--- config.mk ---
export PLATFORM = sky130hd
export DESIGN_NAME = operand_hazard_unit
export DESIGN_NICKNAME = d
export VERILOG_FILES = /design/src/rtl/operand_hazard_unit_pkg.sv /design/src/rtl/hazard_tag_reg.sv /design/src/rtl/operand_hazard_unit.sv
export SDC_FILE = /design/constraint.sdc
export NUM_CORES = 1
export LEC_CHECK = 0
export BUFFER_PORTS_ARGS = -buffer_cell sky130_fd_sc_hd__buf_4
export CAP_MARGIN = 20
export CELL_PAD_IN_SITES_DETAIL_PLACEMENT = 0
export CELL_PAD_IN_SITES_GLOBAL_PLACEMENT = 1
export CORE_ASPECT_RATIO = 2
export CORE_MARGIN = 4
export CORE_UTILIZATION = 34
export CTS_CLUSTER_DIAMETER = 40
export CTS_CLUSTER_SIZE = 20
export DETAILED_ROUTE_END_ITERATION = 7
export HOLD_SLACK_MARGIN = 0.1
export PLACE_DENSITY = 0.81
export SLEW_MARGIN = 20
export SYNTH_ARGS = -nofsm -noshare
export SYNTH_HDL_FRONTEND = slang
export SYNTH_SLANG_ARGS = --single-unit
--- constraint.sdc ---
create_clock -name clk -period 1.9 [get_ports clk]
set_input_delay 0.095 -clock clk [delete_from_list [all_inputs] [get_ports clk]]
set_output_delay 0.095 -clock clk [all_outputs]
set_load 0.05 [all_outputs]
--- src/rtl/operand_hazard_unit_pkg.sv ---
// rtl/operand_hazard_unit_pkg.sv - shared tag type, forward selects and instruction field helpers
package operand_hazard_unit_pkg;

  localparam int IDX_W   = 5;
  localparam int RS1_LSB = 15;
  localparam int RS2_LSB = 20;
  localparam int RD_LSB  = 7;

  typedef logic [1:0] fwd_sel_t;

  localparam fwd_sel_t FWD_RF  = 2'd0;
  localparam fwd_sel_t FWD_EX  = 2'd1;
  localparam fwd_sel_t FWD_MEM = 2'd2;
  localparam fwd_sel_t FWD_WB  = 2'd3;

  typedef struct packed {
    logic             valid;
    logic [IDX_W-1:0] rd;
    logic             regwrite;
    logic             memtoreg;
  } stage_tag_t;

  localparam stage_tag_t TAG_BUBBLE = '0;

  function automatic logic [IDX_W-1:0] rs1_of(input logic [31:0] instr);
    return instr[RS1_LSB +: IDX_W];
  endfunction

  function automatic logic [IDX_W-1:0] rs2_of(input logic [31:0] instr);
    return instr[RS2_LSB +: IDX_W];
  endfunction

  function automatic logic [IDX_W-1:0] rd_of(input logic [31:0] instr);
    return instr[RD_LSB +: IDX_W];
  endfunction

  // x0 is hard-wired, so a tag targeting it never produces a forwardable result
  function automatic logic tag_match(input stage_tag_t tag, input logic [IDX_W-1:0] rs,
                                     input logic used);
    return tag.valid & tag.regwrite & (tag.rd != '0) & (tag.rd == rs) & used;
  endfunction

endpackage

--- src/rtl/hazard_tag_reg.sv ---
// rtl/hazard_tag_reg.sv - one pipeline-stage destination tag register with bubble insertion
module hazard_tag_reg
  import operand_hazard_unit_pkg::*;
(
  input  logic       clk,
  input  logic       reset,
  input  logic       bubble,
  input  stage_tag_t d,
  output stage_tag_t q
);

  always_ff @(posedge clk or negedge reset) begin
    if (!reset) begin
      q <= TAG_BUBBLE;
    end else if (bubble) begin
      q <= TAG_BUBBLE;
    end else begin
      q <= d;
    end
  end

endmodule

--- src/rtl/operand_hazard_unit.sv ---
// rtl/operand_hazard_unit.sv - register file writeback sequencing, bypass selects and load-use stall
module operand_hazard_unit
  import operand_hazard_unit_pkg::*;
#(
  parameter int CNT_W    = 16,
  parameter int XLEN_IDX = 5
) (
  input  logic                clk,
  input  logic                reset,
  input  logic [31:0]         id_instr,
  input  logic                id_valid,
  input  logic                id_rs1_used,
  input  logic                id_rs2_used,
  input  logic                id_regwrite,
  input  logic                id_memtoreg,
  input  logic                flush,
  output logic                stall,
  output logic [1:0]          fwd_rs1,
  output logic [1:0]          fwd_rs2,
  output logic [XLEN_IDX-1:0] wb_rd,
  output logic                wb_regwrite,
  output logic                wb_memtoreg,
  output logic [CNT_W-1:0]    stall_cnt
);

  stage_tag_t ex_tag, mem_tag, wb_tag;
  stage_tag_t id_tag;
  logic [IDX_W-1:0] rs1, rs2;
  logic use1, use2;
  logic ex_m1, mem_m1, wb_m1;
  logic ex_m2, mem_m2, wb_m2;
  logic lu1, lu2;
  logic unused_instr_bits;

  assign rs1  = rs1_of(id_instr);
  assign rs2  = rs2_of(id_instr);
  assign use1 = id_valid & id_rs1_used;
  assign use2 = id_valid & id_rs2_used;

  assign unused_instr_bits = ^{id_instr[31:25], id_instr[14:12], id_instr[6:0]};

  // Gate on id_valid so an empty slot never leaks instruction bits into the tags
  always_comb begin
    id_tag = TAG_BUBBLE;
    if (id_valid) begin
      id_tag.valid    = 1'b1;
      id_tag.rd       = rd_of(id_instr);
      id_tag.regwrite = id_regwrite;
      id_tag.memtoreg = id_memtoreg;
    end
  end

  hazard_tag_reg u_ex_tag (
    .clk    (clk),
    .reset  (reset),
    .bubble (flush | stall),
    .d      (id_tag),
    .q      (ex_tag)
  );

  hazard_tag_reg u_mem_tag (
    .clk    (clk),
    .reset  (reset),
    .bubble (1'b0),
    .d      (ex_tag),
    .q      (mem_tag)
  );

  hazard_tag_reg u_wb_tag (
    .clk    (clk),
    .reset  (reset),
    .bubble (1'b0),
    .d      (mem_tag),
    .q      (wb_tag)
  );

  assign ex_m1  = tag_match(ex_tag,  rs1, use1);
  assign mem_m1 = tag_match(mem_tag, rs1, use1);
  assign wb_m1  = tag_match(wb_tag,  rs1, use1);
  assign ex_m2  = tag_match(ex_tag,  rs2, use2);
  assign mem_m2 = tag_match(mem_tag, rs2, use2);
  assign wb_m2  = tag_match(wb_tag,  rs2, use2);

  // A load in EX has no data yet; the consumer must wait one cycle for MEM
  assign lu1   = ex_m1 & ex_tag.memtoreg;
  assign lu2   = ex_m2 & ex_tag.memtoreg;
  assign stall = lu1 | lu2;

  always_comb begin
    fwd_rs1 = FWD_RF;
    if (lu1)         fwd_rs1 = FWD_RF;
    else if (ex_m1)  fwd_rs1 = FWD_EX;
    else if (mem_m1) fwd_rs1 = FWD_MEM;
    else if (wb_m1)  fwd_rs1 = FWD_WB;
  end

  always_comb begin
    fwd_rs2 = FWD_RF;
    if (lu2)         fwd_rs2 = FWD_RF;
    else if (ex_m2)  fwd_rs2 = FWD_EX;
    else if (mem_m2) fwd_rs2 = FWD_MEM;
    else if (wb_m2)  fwd_rs2 = FWD_WB;
  end

  assign wb_rd       = wb_tag.rd;
  assign wb_regwrite = wb_tag.valid & wb_tag.regwrite;
  assign wb_memtoreg = wb_tag.memtoreg;

  always_ff @(posedge clk or negedge reset) begin
    if (!reset) begin
      stall_cnt <= '0;
    end else if (stall && !flush && (stall_cnt != {CNT_W{1'b1}})) begin
      stall_cnt <= stall_cnt + 1'b1;
    end
  end

endmodule

==> metrics.yaml, run 1 <==
outcome:
  outcome: "finished with violations"
  violations: "setup timing"
route:
  vias_per_cell: 5.06
  ant_nets: 0
  drt_iter0_drc: 20
  first_pass_iters: 4
  drc_errors: 0
  wire_per_inst_microns: 15.2
  wirelength_microns: 4910
  vias: 1633
clock_network:
  clkLatencyLatePin_ns: 0.28
  cts_htree_levels: 2
  clk_pin_slew_ns: 0.06
  cts_inserted_buffers: 5
  clock_sinks: 40
  ctsLongestPathBuffers: 2
  cts_root_buf: "clkbuf_16"
  cts_tree: "done"
yosys:
  ys_seq_area_share_pct: 49.5
  synth_top_family_by_area: "simple AND/OR/NAND/NOR gates"
  synthSimpleGateAreaFrac_pct: 21.1
  ys.warnings.count: 0
  synthMuxAreaShare_pct: 1.55
  synth-compound-area-share_pct: 4.70
  syn_nets: 224
  synth_ff_type: "dfrtp_1"
  async_flop_share_pct: 100
  netlist-cell-type-count: 37
  synth_fa_ha_area_share_pct: 0.619
  synth_top_area_share_pct: 49.5
  synthTopCellsByArea: "dfrtp_1 (50%), xnor2_1 (15%), xor2_1 (4.3%), nand4_1 (4.0%), nand3_1 (2.7%)"
  syn_area_sq_um: 2020
  syn_area_per_cell_sq_um: 11.0
  synth.ff_latch_count: 40
  synth_edf_count: 0
  synth_cells: 183
  synth-xor-area-share_pct: 19.5
  synth_area_leader_cell: "dfrtp_1"
power_and_ir_drop:
  power_leakage_nw: 1.36
  cellPowerDensity_nw_per_um2: 684
  vdd_drop_max_uv: 519
  finalPower_mw: 2.07
critical_path:
  reg2reg_setup_slack_ns: -0.11
  worst_setup_path_end_kind: "output port"
  reg2reg_from: "u_ex_tag.q[3]"
  crit_required_ns: 1.80
  crit_path_max_fanout: 4
  critPathLaunchType: "register"
  r2r_cells: 5
  slowest_stage: "or4_4"
  crit_type: "register to output port"
  r2r-end: "u_ex_tag.q[6]"
  critPathLaunch: "u_ex_tag.q[3]"
  crit_end: "fwd_rs1[0]"
  crit_arrival_ns: 2.03
  crit_path_max_incr_delay_ns: 0.53
  crit_chain: "or4_4, o211a_4, nand2_4, mux2i_4, buf_6"
timing:
  finClkSkew_ns: 0.00479
  tightest_slew_ns: 0.502
  timing.final.ws_setup_ns: -0.222
  setup_viol: 13
  fin_setup_tns_ns: -1.55
  slew_headroom_pct: 66.5
  clock.fmax_mhz: 471
  fin_crit_ns: 2.12
  final_max_slew_viol_count: 0
  final_hold_viol_count: 0
  rsz0062_at_grt: "true"
  post-route-period-util_pct: 112
min_path:
  hold_path.class: "primary input to register"
  holdPathStages: 3
final_layout:
  antennaDiodeCount: 0
  drive_gt1_share_pct: 42.4
  final_cell_mix: "buf_4 (60), xnor2_1 (33), dfrtp_1 (31)"
  final-instance-count-excl-fill: 323
  multi_input_area_sq_um: 1090
  syn_to_final_growth_pct: 49.4
  final_common_cell: "buf_4"
  seqCellArea_sq_um: 1010
  nNetsFinal: 302
  fillers: 533
global_routing:
  grt_usage_pct: 14.3
  antenna_found_initial: 0
  overflow: 0
  grt_pass1_wl_microns: 8190
  grt_pass1_vias: 1710
  grt_max_degree: 41
placement:
  dp.cells: 301
  portBuffers: 50
  dp_hpwl_microns: 3850
  gp_congestion: 0.871
die:
  die_w_microns: 62.5
  num_io_pins: 68
  core-area_sq_um: 5760
  die_y_microns: 117
  die-area_sq_um: 7320
  fp-row-count: 39
  initial_core_util_pct: 35.1
run:
  max-cap-violations: 0
==> power by group <==
part           switching (mW)  internal (mW)  leakage (nW)
sequential             0.0195          0.872         0.525
clock                   0.334          0.623        0.0804
combinational           0.109          0.110         0.754
total                   0.462           1.61          1.36
==> synth_stat cells (2+ instances only) <==
cell type and instances:
mux2i_1 2, or3_1 2, nor2_1 5, nor4_1 4, dfrtp_1 40, nand2_1 10, inv_1 2, xnor2_1 35
nand3_1 11, and3_2 2, nand4_1 13, o21a_1 2, and3_1 2, nand2b_1 4, xor2_1 10, and2_1 8
nor3_1 6, buf_4 6
==> state kept, by name, indices dropped and copies added, names as in the netlist <==
signal       flops
stall_cnt       16
u_ex_tag.q       8
u_mem_tag.q      8
u_wb_tag.q       8
==> layer usage <==
| metal | wire length (microns) | global-route usage [%] |
|---|---|---|
| met5 | 0 | 0 |
| met2 | 2790 | 28.1 |
| met3 | 189 | 3.06 |
| met4 | 144 | 6.49 |
| met1 | 1790 | 14.3 |
==> logic make-up (layout without fill, tap and decap cells) <==
family,after synthesis,after routing
muxes,3,3
xor gates and xnor gates,45,45
AOI/OAI and AO/OA,9,9
buffers and inverters,10,89
DFF,40,40
and+or+nand+nor,75,75
adders and majority gates,1,1
==> metrics by stage <==
stage | util [%] | worst slack [ns] | instance area (sq um) | hold WS [ns]
2_1_floorplan | - | 0.00155 | 2060 | -0.201
3_3_place_gp | 44.9 | -0.118 | 2580 | 0.0961
3_5_place_dp | 44.9 | -0.0917 | 2580 | 0.105
4_1_cts | 50.7 | -0.247 | 2920 | 0.159
5_1_grt | 52.5 | -0.282 | 3020 | 0.173
6_report | 52.5 | -0.222 | 3020 | 0.152
==> worst min path at each step <==
stage | startpoint | to | slack, ns
final | id_valid | u_ex_tag.q[7] | 0.15
after global routing | id_valid | u_ex_tag.q[7] | 0.17
after CTS | id_valid | u_ex_tag.q[7] | 0.16
after detailed placement | reset | u_mem_tag.q[0] | 0.11
after global placement | reset | stall_cnt[11] | 0.1
after floorplan | reset | stall_cnt[0] | -0.20
==> critical path: cells and delay by family (launching register included) <==
family	cells	cell delay, ns
simple gates	2	0.63
buf+inv	1	0.18
mux	1	0.22
flops	1	0.43
compound gates	1	0.29
==> layout make-up <==
type,instances,area share (%)
well taps,61,2.53
clock buffers,5,4.14
repair buffers,79,22.0
multi-input cells,133,36.0
flip-flops and latches,40,33.5
clock inverters,3,1.53
inverters,2,0.248
==> timing repair <==
action,CTS,global route
pin swaps,7,3
hold buffers,9,0
endpoints found under the hold margin,48,0
gates resized for setup,17,15
setup endpoints to repair,24,29
buffers inserted,1,4
Note: power is estimated with default switching activity, not from simulation.
==> run 2: changes to the inputs <==
Settings changed: SYNTH_HIERARCHICAL from default to 1.
==> metrics.yaml, run 2 <==
route:
  vias_per_cell: 4.72  # -6.7%
  drt_iter0_drc: 13  # -35%
  first_pass_iters: 2  # -2
  ant_nets: 0  # unchanged
  drc_errors: 0  # unchanged
  wirelength_microns: 4820  # -1.8%
  vias: 1703  # +4.3%
  wire_per_inst_microns: 13.4  # -12%
yosys:
  synth_edf_count: 0  # unchanged
  ys_seq_area_share_pct: 48.3  # -1.2 points
  syn_area_sq_um: 2070  # +2.5%
  synth.ff_latch_count: 40  # unchanged
  synth_common_cells: "dfrtp_1 (40), xnor2_1 (33), nor2b_1 (24)"
  synth_area_leader_cell: "dfrtp_1"
  synthTopCellsByArea: "dfrtp_1 (48%), xnor2_1 (14%), nor2b_1 (7.2%), xor2_1 (5.1%), nand4_1 (3.9%)"
  syn_area_per_cell_sq_um: 10.6  # -4.3%
  synth_cells: 196  # +7.1%
  synth_top_area_share_pct: 48.3  # -1.2 points
  async_flop_share_pct: 100  # unchanged
  netlist-cell-type-count: 34  # -8.1%
  ys.warnings.count: 6  # +6
  synth_ff_type: "dfrtp_1"
  synth_most_common_cell: "dfrtp_1"
die:
  die_y_microns: 118  # +1.1%
  num_io_pins: 68  # unchanged
  die_w_microns: 63.2  # +1.1%
  die-area_sq_um: 7480  # +2.2%
  core-area_sq_um: 5960  # +3.4%
  initial_core_util_pct: 34.8  # -0.33 points
  fp-row-count: 40  # +2.6%
global_routing:
  busiest_layer: "met2"
  grt_pass1_wl_microns: 7940  # -3.0%
  grt_pass1_vias: 1712  # +0.12%
  overflow: 0  # unchanged
  grt_usage_pct: 13.6  # -0.71 points
  antenna_found_initial: 0  # unchanged
  grt_max_degree: 41  # unchanged
  grtUsageMet3_pct: 2.76  # -0.30 points
  grt_util_met1_pct: 14.8  # +0.54 points
  gr-usage-met2_pct: 24.8  # -3.3 points
critical_path:
  cp_common_cell: "buf_6"
  critPathLaunchType: "register"
  worst_setup_path_end_kind: "output port"
  crit_type: "register to output port"
  crit_path_max_fanout: 2  # -2
  slowest_stage: "dfrtp_1"
  crit_path_max_incr_delay_ns: 0.39  # -0.14 ns
  crit_required_ns: 1.80  # about the same
  crit_arrival_ns: 2.05  # +0.02 ns
  crit_chain: "buf_6, xor2_2, nor4_2, nand3_2, nor2_2, buf_6, mux2i_4, buf_6"
clock_network:
  clock_sinks: 40  # unchanged
  cts_tree: "done"
  clk_pin_slew_ns: 0.05  # about the same
  ctsLongestPathBuffers: 2  # unchanged
  cts_root_buf: "clkbuf_16"
  clkLatencyLatePin_ns: 0.28  # about the same
  cts_htree_levels: 2  # unchanged
  cts_inserted_buffers: 5  # unchanged
timing:
  final_max_slew_viol_count: 0  # unchanged
  slew_headroom_pct: 66.0  # -0.50 points
  clock.fmax_mhz: 465  # -1.3%
  fin_crit_ns: 2.15  # +0.0280 ns
  post-route-period-util_pct: 113  # +1.5 points
  finClkSkew_ns: 0.00441  # -0.000384 ns
  rsz0062_at_grt: "true"
  tightest_slew_ns: 0.510  # +0.00743 ns
  setup_viol: 20  # +7
  timing.final.ws_setup_ns: -0.250  # -0.0280 ns
  final_hold_viol_count: 0  # unchanged
  fin_setup_tns_ns: -3.14  # -1.60 ns
power_and_ir_drop:
  clockPowerShare_pct: 42.7  # -3.6 points
  seq_power_share_pct: 47.3  # +4.2 points
  power.internal_mw: 1.45  # -9.8%
  p_sw_mw: 0.413  # -11%
  switching_share_pct: 22.2  # -0.14 points
  vdd_drop_max_uv: 707  # +36%
  power_leakage_nw: 1.45  # +6.6%
  cellPowerDensity_nw_per_um2: 588  # -14%
  combPwrFrac_pct: 10.0  # -0.6 points
final_layout:
  top_register: "stall_cnt"
  nNetsFinal: 338  # +12%
  drive_gt1_share_pct: 39.9  # -2.4 points
  antennaDiodeCount: 0  # unchanged
  final_area_sq_um: 3170  # +4.8%
  fillers: 576  # +8.1%
  final-instance-count-excl-fill: 361  # +12%
  final_cell_mix: "buf_4 (65), dfrtp_1 (37), xnor2_1 (32)"
  largest_reg_flops: 16  # unchanged
  final_core_util_pct: 53.2  # +0.67 points
  syn_to_final_growth_pct: 52.8
  final_common_cell: "buf_4"
min_path:
  hold_path.class: "primary input to register"
placement:
  placed_cell_area_sq_um: 2780  # +7.7%
  dp.cells: 345  # +15%
  gp_congestion: 0.801  # -8.0%
  dp_hpwl_microns: 3760  # -2.2%
  portBuffers: 50  # unchanged
outcome:
  outcome: "finished with violations"
  violations: "setup timing"
run:
  max-cap-violations: 0  # unchanged
[run 2: cell count changes in the layout (fill, tap and decap cells not counted), sizes merged, moves of 3 or more]
cell         delta
and2            +3
nor2b          +23
a21oi           +4
and3            -4
nor3            -4
nand2b          -3
dlygate4sd3     -8
conb           +16
buf             +9
[run 2: path summary, 6_finish.rpt]
| kind | startpoint | endpoint | cells after the start | slack [ns] |
|---|---|---|---|---|
| max | u_ex_tag/q[5] | fwd_rs1[0] | 8 | -0.25 |
| min | id_valid | u_ex_tag/q[7] | 2 | 0.11 |
| max reg2reg | u_ex_tag/q[5] | stall_cnt[1] | 9 | -0.24 |
| min reg2reg | u_mem_tag/q[0] | u_wb_tag/q[0] | 1 | 0.47 |
| max in group asynchronous | reset | stall_cnt[0] | 2 | 1.20 |
| min in group asynchronous | reset | stall_cnt[15] | 2 | 0.33 |
[run 2: per-layer routing]
layer | part of all wire, % | vias up
met5 | 0 | -
met4 | 2.0 | 0
met3 | 4.2 | 7
met2 | 57 | 35
met1 | 37 | 802
li1 | - | 859
[run 2: what timing repair did]
action / 4_1_cts / 5_1_grt
setup endpoints to repair: 26 / 28
buffers inserted: 4 / 3
hold buffers: 1 / 0
resized for setup: 19 / 24
endpoints found under the hold margin: 40 / 0
cloned: 1 / 0
pin swaps: 10 / 18
[run 2: metrics by stage]
step	hold WS, ns	power (mW)	setup WS, ns
2_1_floorplan	-0.201	0.972	-0.155
3_3_place_gp	0.102	1.07	-0.0729
3_5_place_dp	0.109	1.07	-0.122
4_1_cts	0.112	1.88	-0.241
5_1_grt	0.135	1.95	-0.337
6_report	0.111	1.86	-0.250
[run 2: worst max-delay path, delay by kind of cell (launching register included)]
family	cells	cell delay, ns
xor gates and xnor gates	1	0.14
and+or+nand+nor	3	0.60
buffers and inverters	3	0.43
muxes	1	0.21
DFF	1	0.39
[run 2: layout make-up]
| cell class | instances | area, sq um | share of cell area [%] |
|---|---|---|---|
| flip-flops and latches | 40 | 1000 | 31.7 |
| inverters | 2 | 7.51 | 0.237 |
| multi-input cells | 168 | 1280 | 40.4 |
| well taps | 63 | 78.8 | 2.49 |
| repair buffers | 80 | 659 | 20.8 |
| clock buffers | 7 | 133 | 4.19 |
| clock inverters | 1 | 5.00 | 0.158 |
[run 2: logic make-up (layout without fill, tap and decap cells)]
group                    Yosys count  in the layout  share of synthesized area [%]
adder cells (fa/ha/maj)            1              1                          0.604
AND/OR/NAND/NOR                   94             94                           26.6
XOR/XNOR                          45             45                           19.0
multiplexers                       3              3                           1.51
AO/OA/AOI/OAI                      9              9                           2.90
flip-flops                        40             40                           48.3
buffers and inverters              3             90                          0.906
other                              1             16                          0.181
[run 2: power groups by stage]
stage / clock network, mW / registers (mW) / logic [mW]
global placement: 0 / 0.894 / 0.173
finish: 0.795 / 0.881 / 0.186
detailed placement: 0 / 0.895 / 0.174
floorplan: 0 / 0.901 / 0.0710
global route: 0.854 / 0.882 / 0.208
CTS: 0.818 / 0.880 / 0.181
==> run 3: changes to the inputs <==
Settings changed: REMOVE_ABC_BUFFERS from default to 1.
==> metrics.yaml, run 3 (same netlist as run 2, synthesis figures left out) <==
outcome:
  outcome: "finished with violations"
  violations: "setup timing"
final_layout:
  nNetsFinal: 345  # +2.1%
  drive_gt1_share_pct: 39.7  # -0.26 points
  fillers: 525  # -8.9%
  syn_to_final_growth_pct: 57.1
  final_cell_mix: "buf_4 (73), dfrtp_1 (40), xnor2_1 (33)"
  final-instance-count-excl-fill: 368  # +1.9%
  final_common_cell: "buf_4"
  largest_reg_flops: 16  # unchanged
  top_register: "stall_cnt"
  final_area_sq_um: 3260  # +2.8%
  antennaDiodeCount: 0  # unchanged
timing:
  setup_viol: 18  # -10%
  clock.fmax_mhz: 473  # +1.7%
  timing.final.ws_setup_ns: -0.214  # +0.0363 ns
  rsz0062_at_grt: "true"
  post-route-period-util_pct: 111  # -1.9 points
  final_max_slew_viol_count: 0  # unchanged
  hold_slack_ns: 0.132  # +0.0213 ns
  tightest_slew_ns: 0.764  # +0.254 ns
  finClkSkew_ns: 0.00478  # +0.000368 ns
  slew_headroom_pct: 49.0  # -17 points
  fin_crit_ns: 2.11  # -0.0363 ns
  final_hold_viol_count: 0  # unchanged
critical_path:
  worst_setup_path_end_kind: "output port"
  cp_common_cell: "buf_6"
  crit_chain: "buf_6, nor4_4, buf_4, nand2_2, nand3_2, buf_6, nor2_4, buf_4, buf_6, a21oi_4, buf_6"
  crit_arrival_ns: 2.02  # -0.03 ns
  crit_path_max_fanout: 3  # +1
  slowest_stage: "dfrtp_1"
  crit_required_ns: 1.80  # about the same
  critPathLaunchType: "register"
  reg2reg_setup_slack_ns: -0.21  # +0.03 ns
  crit_type: "register to output port"
  crit_path_max_incr_delay_ns: 0.42  # +0.03 ns
clock_network:
  clock_sinks: 40  # unchanged
  cts_htree_levels: 2  # unchanged
  clkLatencyLatePin_ns: 0.29  # about the same
  cts_root_buf: "clkbuf_16"
  cts_tree: "done"
  ctsLongestPathBuffers: 2  # unchanged
  cts_inserted_buffers: 5  # unchanged
  clk_pin_slew_ns: 0.06  # about the same
placement:
  dp_slack_ns: -0.172  # -0.0500 ns
  placed_cell_area_sq_um: 2790  # +0.22%
  dp_hpwl_microns: 3870  # +3.0%
  gp_congestion: 0.757  # -5.5%
  portBuffers: 50  # unchanged
  dp.cells: 350  # +1.4%
route:
  vias: 1735  # +1.9%
  first_pass_iters: 4  # +2
  wire_per_inst_microns: 14.1  # +5.6%
  ant_nets: 0  # unchanged
  drt_iter0_drc: 15  # +2
  wirelength_microns: 5190  # +7.7%
  vias_per_cell: 4.71  # about the same
  drc_errors: 0  # unchanged
global_routing:
  grt_usage_pct: 14.7  # +1.1 points
  overflow: 0  # unchanged
  grt_max_degree: 41  # unchanged
  grt_pass1_vias: 1832  # +7.0%
  antenna_found_initial: 0  # unchanged
  grt_pass1_wl_microns: 8540  # +7.6%
die:
  core-area_sq_um: 5960  # unchanged
  die_w_microns: 63.2  # unchanged
  die_y_microns: 118  # unchanged
  fp-row-count: 40  # unchanged
  initial_core_util_pct: 34.8  # unchanged
  num_io_pins: 68  # unchanged
  die-area_sq_um: 7480  # unchanged
power_and_ir_drop:
  vdd_drop_max_uv: 453  # -36%
  power_leakage_nw: 1.52  # +4.8%
  finalPower_mw: 2.06  # +11%
  cellPowerDensity_nw_per_um2: 634  # +7.9%
run:
  max-cap-violations: 0  # unchanged
min_path:
  hold_path.class: "primary input to register"
## run 3: changes by cell type in the layout (fill, tap and decap cells not counted), sizes merged
| cell | change |
|---|---|
| bufinv | +1 |
| buf | +5 |
| dlygate4sd3 | +1 |
## run 3: metrics by stage
| step | setup TNS, ns | util [%] |
|---|---|---|
| 5_1_grt | -5.00 | 54.7 |
| 3_5_place_dp | -1.93 | 46.8 |
| 6_report | -2.68 | 54.7 |
| 4_1_cts | -1.86 | 52.6 |
| 2_1_floorplan | -6.02 | - |
| 3_3_place_gp | -1.64 | 46.8 |
## run 3: worst paths after layout
check,start,endpoint,depth (start not counted)
min in group asynchronous,reset,stall_cnt[11],2
worst max register to register,u_ex_tag/q[4],stall_cnt[1],8
worst max-delay path,u_ex_tag/q[6],fwd_rs1[1],11
worst min-delay path,id_instr[9],u_ex_tag/q[4],3
worst min register to register,u_mem_tag/q[0],u_wb_tag/q[0],1
max in group asynchronous,reset,u_wb_tag/q[5],2
## run 3: where the power goes
| group | switching (mW) | internal (mW) | total [mW] |
|---|---|---|---|
| combinational | 0.0912 | 0.0985 | 0.190 |
| clock | 0.338 | 0.657 | 0.995 |
| sequential | 0.0135 | 0.866 | 0.880 |
| total | 0.442 | 1.62 | 2.06 |
## run 3: routing by layer
metal | GRT usage (%) | wire length, microns | up-vias
met1 | 15.5 | 1940 | 814
met3 | 2.19 | 156 | 13
li1 | - | - | 873
met2 | 26.7 | 2930 | 35
met5 | 0 | 0 | -
met4 | 8.66 | 171 | 0
## run 3: what timing repair did
item,in CTS,in global routing
hold buffers,2,0
resized for setup,25,22
buffers inserted,6,2
endpoints found under the hold margin,41,0
pin swaps,8,18
gates cloned,0,1
endpoints found under the setup margin,24,28
## run 3: area by class of cell
type,count,area (sq um),area share (%)
Tap cell,63,78.8,2.42
Sequential cell,40,1000,30.7
Multi-Input combinational cell,168,1260,38.7
Clock inverter,2,38.8,1.19
Clock buffer,6,139,4.27
Inverter,2,7.51,0.231
Timing Repair Buffer,87,729,22.4
## run 3: critical path, delay by kind of cell (launching register included)
kind / cells / cell delay, ns
buffers and inverters: 6 / 0.81
DFF: 1 / 0.42
and+or+nand+nor: 4 / 0.40
AOI/OAI and AO/OA: 1 / 0.10
